===== src/rtl/regfile_wb_arbiter.sv =====
// Write-back arbiter for the 16-bit register file.
// Shares the single GPR write port among three requesters (0 = ALU, 1 = load,
// 2 = mul/div) using valid/ready handshakes. The winning write is registered
// into an output stage that drives the register file. A per-register pending
// mask is published for the hazard logic.
// Build option: define WB_ARB_RR_EN for round-robin arbitration. Without it,
// arbitration is fixed priority 0 > 1 > 2.
module regfile_wb_arbiter #(
  parameter int DW   = 16,
  parameter int NREQ = 3
) (
  input  logic               clk,
  input  logic               reset,
  input  logic [NREQ-1:0]    req_valid,
  input  logic [3*NREQ-1:0]  req_addr,
  input  logic [DW*NREQ-1:0] req_data,
  output logic [NREQ-1:0]    req_ready,
  input  logic               wb_hold,
  output logic               rd_write_en,
  output logic [2:0]         rd_addr,
  output logic [DW-1:0]      rd_write_data,
  output logic [7:0]         pending_mask,
  output logic [15:0]        conflict_cnt
);

  logic [NREQ-1:0] grant;
  logic [1:0]      grant_idx;
  logic            handshake;
  logic [2:0]      sel_addr;
  logic [DW-1:0]   sel_data;
  logic [1:0]      valid_cnt;

  logic            rd_write_en_q, rd_write_en_d;
  logic [2:0]      rd_addr_q, rd_addr_d;
  logic [DW-1:0]   rd_write_data_q, rd_write_data_d;
  logic [15:0]     conflict_cnt_q, conflict_cnt_d;

`ifdef WB_ARB_RR_EN
  logic [1:0]      last_grant_q, last_grant_d;

  // Index (base + off) mod 3, with base in 0..2 and off in 1..3.
  function automatic logic [1:0] wrap3(input logic [1:0] base, input logic [1:0] off);
    logic [2:0] sum;
    sum = {1'b0, base} + {1'b0, off};
    if (sum >= 3'd3) sum = sum - 3'd3;
    return sum[1:0];
  endfunction

  // Round-robin search starting just after the last granted requester.
  always_comb begin
    logic       found;
    logic [1:0] cand;
    grant = '0;
    found = 1'b0;
    cand  = 2'd0;
    if (!reset && !wb_hold) begin
      for (int k = 1; k <= NREQ; k++) begin
        cand = wrap3(last_grant_q, 2'(k));
        if (!found && req_valid[cand]) begin
          grant[cand] = 1'b1;
          found       = 1'b1;
        end
      end
    end
  end
`else
  // Fixed priority: lowest requester index wins.
  always_comb begin
    grant = '0;
    if (!reset && !wb_hold) begin
      if (req_valid[0])      grant[0] = 1'b1;
      else if (req_valid[1]) grant[1] = 1'b1;
      else if (req_valid[2]) grant[2] = 1'b1;
    end
  end
`endif

  assign req_ready = grant;

  // Encode the one-hot grant and select the winning address and data.
  always_comb begin
    grant_idx = 2'd0;
    for (int i = 0; i < NREQ; i++) begin
      if (grant[i]) grant_idx = 2'(i);
    end
    handshake = |(grant & req_valid);
    sel_addr  = req_addr[3*grant_idx +: 3];
    sel_data  = req_data[DW*grant_idx +: DW];
  end

  // Next state of the output stage; index 0 writes are accepted but suppressed.
  always_comb begin
    rd_write_en_d   = 1'b0;
    rd_addr_d       = rd_addr_q;
    rd_write_data_d = rd_write_data_q;
    if (handshake) begin
      rd_write_en_d   = (sel_addr != 3'd0);
      rd_addr_d       = sel_addr;
      rd_write_data_d = sel_data;
    end
  end

`ifdef WB_ARB_RR_EN
  // The round-robin pointer only moves on a completed handshake.
  always_comb begin
    last_grant_d = handshake ? grant_idx : last_grant_q;
  end
`endif

  // Count cycles with two or more competing requests, saturating at all-ones.
  always_comb begin
    valid_cnt = 2'd0;
    for (int i = 0; i < NREQ; i++) begin
      valid_cnt = valid_cnt + {1'b0, req_valid[i]};
    end
    conflict_cnt_d = conflict_cnt_q;
    if (valid_cnt >= 2'd2 && !wb_hold && conflict_cnt_q != 16'hFFFF) begin
      conflict_cnt_d = conflict_cnt_q + 16'd1;
    end
  end

  // State registers with asynchronous reset.
  always_ff @(posedge clk or posedge reset) begin
    if (reset) begin
      rd_write_en_q   <= 1'b0;
      rd_addr_q       <= 3'd0;
      rd_write_data_q <= '0;
      conflict_cnt_q  <= 16'd0;
`ifdef WB_ARB_RR_EN
      last_grant_q    <= 2'd2;
`endif
    end else begin
      rd_write_en_q   <= rd_write_en_d;
      rd_addr_q       <= rd_addr_d;
      rd_write_data_q <= rd_write_data_d;
      conflict_cnt_q  <= conflict_cnt_d;
`ifdef WB_ARB_RR_EN
      last_grant_q    <= last_grant_d;
`endif
    end
  end

  // Pending mask: every requested destination plus the write in flight; GPR 0 never pends.
  always_comb begin
    pending_mask = 8'h00;
    for (int i = 0; i < NREQ; i++) begin
      if (req_valid[i]) pending_mask[req_addr[3*i +: 3]] = 1'b1;
    end
    if (rd_write_en_q) pending_mask[rd_addr_q] = 1'b1;
    pending_mask[0] = 1'b0;
  end

  assign rd_write_en   = rd_write_en_q;
  assign rd_addr       = rd_addr_q;
  assign rd_write_data = rd_write_data_q;
  assign conflict_cnt  = conflict_cnt_q;

endmodule


===== config.mk =====
export PLATFORM = sky130hd
export DESIGN_NAME = regfile_wb_arbiter
export DESIGN_NICKNAME = d
export VERILOG_FILES = /design/src/rtl/regfile_wb_arbiter.sv
export SDC_FILE = /design/constraint.sdc
export NUM_CORES = 1
export LEC_CHECK = 0
export ABC_AREA = 1
export CORE_ASPECT_RATIO = 0.75
export CORE_MARGIN = 1
export CORE_UTILIZATION = 40
export DETAILED_ROUTE_END_ITERATION = 10
export PLACE_DENSITY_LB_ADDON = 0.12
export SETUP_SLACK_MARGIN = 0.02
export SLEW_MARGIN = 15
export SYNTH_ARGS = -nofsm -noshare
export SYNTH_HDL_FRONTEND = slang
export SYNTH_SLANG_ARGS = --single-unit

===== constraint.sdc =====
create_clock -name clk -period 3.44 [get_ports clk]
set_input_delay 0.86 -clock clk [delete_from_list [all_inputs] [get_ports clk]]
set_output_delay 0.86 -clock clk [all_outputs]
set_load 0.03 [all_outputs]

==> results.sh <==
export IMPL_ys_ff_latch=36
export IMPL_irDropWorstVdd_v=0.000281
export IMPL_initial_core_util=0.421
export IMPL_worst_slack_ns=0.0686
export IMPL_die_y_um=70.2
export IMPL_rows=24
export IMPL_p_leak_nw=1.75
export IMPL_final_util=0.632
export IMPL_grtUsageMet2=0.379
export IMPL_dp_hpwl_mm=6.11
export IMPL_clock_sinks=36
export IMPL_wl_mm=7.90
export IMPL_postCtsSetupRepairBufs=0
export IMPL_cts_buffers=5
export IMPL_dieArea_um2=6520
export IMPL_io_buffers=108
export IMPL_io_pin_count=110
export IMPL_drc=0
export IMPL_rsz0062_at_grt="no"
export IMPL_antenna_found_initial=0
export IMPL_worst_hold_startpoint="rd_write_data[1]"
export IMPL_viasPerCell=5.02
export IMPL_status="completed"
export IMPL_internal_power_mw=0.896
export IMPL_setup_viol=0
export IMPL_endpoint_kind="output pin"
export IMPL_synth_cell_types=28
export IMPL_crit_path_max_incr_delay_ns=0.63
export IMPL_routabilityCongestion=0.932
export IMPL_drt_iter0_drc=171
export IMPL_routed_via_count=2872
export IMPL_max_freq_mhz=297
export IMPL_layout_commonest_cell="nand2_1"
export IMPL_first_global_vias=2714
export IMPL_grt_busiest_layer="met2"
export IMPL_path_common_cell="clkdlybuf4s50_1"
export IMPL_drv_slew=0
export IMPL_finalCritPeriodShare=0.980
export IMPL_grtUsageMet1=0.353
export IMPL_grt_pass1_wl_mm=12.8
export IMPL_p_sw_frac=0.368
export IMPL_total_power_mw=1.42
export IMPL_arrival_ns=2.51
export IMPL_crit_start="req_addr[1]"
export IMPL_power_density_nw_per_um2=381
export IMPL_setup_tns_ns=0
export IMPL_clk_insertion_delay_late_ns=0.28
export IMPL_slowest_stage="clkdlybuf4s50_1"
export IMPL_switching_power_mw=0.522
export IMPL_area_delta_synth_final_pct=50.2
export IMPL_start_kind="input port"
export IMPL_path_cells="clkdlybuf4s50_1 -> inv_1 -> nand2_1 -> nor2_1 -> a21oi_1 -> o221ai_1 -> clkdlybuf4s50_1"
export IMPL_path_class="input port to output pin"
export IMPL_clkPwrFrac=0.221
export IMPL_h_tree_depth=2
export IMPL_num_fill_cells=543
export IMPL_cp_top_family="buffers and inverters"
export IMPL_routedWlPerCell_um=13.8
export IMPL_dr_pass1_iters=5
export IMPL_worstPathRequired_ns=2.58
export IMPL_die_w_um=92.9
export IMPL_grt_max_degree=22
export IMPL_instances_no_fill=572
export IMPL_syn_inst=380
export IMPL_nets=558
export IMPL_diodes=0
export IMPL_synth_nets=445
export IMPL_p_seq_frac=0.385
export IMPL_fin_crit_ns=3.37
export IMPL_most_common_layout_cells="nand2_1, clkdlybuf4s50_1, nor2_1"
export IMPL_grt_usage=0.250
export IMPL_fin_worst_skew_ns=0.00632
export IMPL_dp_slack_ns=0.0588
export IMPL_cap_violations=0
export IMPL_cts_tree="yes"
export IMPL_path_clk_slew_ns=0.07
export IMPL_syn_cell_area_um2=2480
export IMPL_dp_cells=564
export IMPL_syn_area_per_cell_um2=6.52
export IMPL_path_buf_inv=3
export IMPL_layout_drive_gt1_share=0.0668
export IMPL_worstReg2RegStart="conflict_cnt[0]"
export IMPL_grtUsageMet3=0.0643
export IMPL_cp_max_fo=4
export IMPL_finalHoldViolCount=0
export IMPL_p_comb_frac=0.394
export IMPL_slew_headroom=0.508
export IMPL_core_um2=5890
export IMPL_tightest_slew_ns=0.737
export IMPL_hold_class="flip-flop to flip-flop"
export IMPL_yosys_warnings=0
export IMPL_clockRootBuffer="clkbuf_8"
export IMPL_ant_nets=0
export IMPL_clk_path_buf_depth=2
export IMPL_ys_seq_area_frac=0.363
export IMPL_globalRouteOverflowTotal=0
area by class of cell:
type / instances / area (um^2) / area share
multi-input cells: 304 / 1380 / 0.371
repair buffers: 117 / 1140 / 0.307
inverters: 29 / 109 / 0.0292
flip-flops and latches: 36 / 901 / 0.242
clock buffers: 8 / 90.1 / 0.0242
well taps: 78 / 97.6 / 0.0262
power by group through the flow:
stage          logic, mW  clock network, mW  registers, mW
2_1_floorplan      0.184                  0          0.663
3_3_place_gp       0.555                  0          0.551
3_5_place_dp       0.560                  0          0.552
4_1_cts            0.563              0.320          0.546
5_1_grt            0.602              0.337          0.556
6_report           0.559              0.313          0.546
state kept, by name (all words and copies together), names as in the netlist:
register,count
rd_addr,3
rd_write_data,16
rd_write_en,1
conflict_cnt,16
cell families (layout without fill, tap and decap cells):
| logic type | Yosys count | in the layout | share of synthesized area |
|---|---|---|---|
| xor+xnor | 7 | 7 | 0.0247 |
| simple gates | 244 | 244 | 0.408 |
| compound gates | 50 | 50 | 0.113 |
| fa+ha+maj | 2 | 2 | 0.0101 |
| other cells | 1 | 1 | 0.00151 |
| flops | 36 | 36 | 0.363 |
| buf+inv | 40 | 154 | 0.0792 |
worst register-to-register path, delay by kind of cell (launching register included):
| kind | cells | cell delay (ns) |
|---|---|---|
| buffers and inverters | 2 | 0.35 |
| and+or+nand+nor | 4 | 0.41 |
| DFF | 1 | 0.42 |
| AOI/OAI and AO/OA | 1 | 0.46 |
| adders and majority gates | 1 | 0.24 |
layer usage:
| metal | up-vias | wire length, um |
|---|---|---|
| met5 | - | 0 |
| met4 | 0 | 89 |
| met3 | 8 | 764 |
| met2 | 124 | 3340 |
| met1 | 1292 | 3700 |
| li1 | 1448 | - |
stage by stage:
step / hold WS [ns] / instance area, um^2
2_1_floorplan: 0.657 / 2480
3_3_place_gp: 0.469 / 3620
5_1_grt: 0.546 / 3720
3_5_place_dp: 0.473 / 3620
4_1_cts: 0.492 / 3710
6_report: 0.490 / 3720
what timing repair did:
item,4_1_cts,5_1_grt
setup endpoints to repair,0,3
gates resized for setup,0,3
hold buffers,0,0
endpoints found under the hold margin,0,0
worst paths after layout:
path / to / slack (ns) / cells past startpoint
setup / recovery: pending_mask[5] / 0.07 / 7
hold / removal: rd_write_data[1] / 0.49 / 2
setup reg to reg: conflict_cnt[15] / 1.46 / 8
hold reg to reg: rd_write_data[1] / 0.49 / 2
max in group asynchronous: conflict_cnt[5] / 1.61 / 3
min in group asynchronous: rd_write_data[14] / 1.10 / 2
Yosys cell counts, drive strengths merged:
master | number | area [um^2]
conb | 1 | 3.75
nor2 | 49 | 206
o221ai | 1 | 8.76
nand2 | 154 | 588
o2111ai | 1 | 8.76
nor3 | 6 | 30.0
a21oi | 33 | 165
xnor2 | 7 | 61.3
o22ai | 2 | 12.5
inv | 28 | 105
buf | 10 | 83.8
ha | 2 | 25.0
nand4 | 6 | 37.5
o21ai | 10 | 61.3
dfrtp | 36 | 901
clkbuf | 1 | 3.75
o31ai | 1 | 7.51
o211ai | 2 | 15.0
nand3 | 29 | 150
clkinv | 1 | 3.75
No activity file was read; power rests on OpenSTA's default activity.
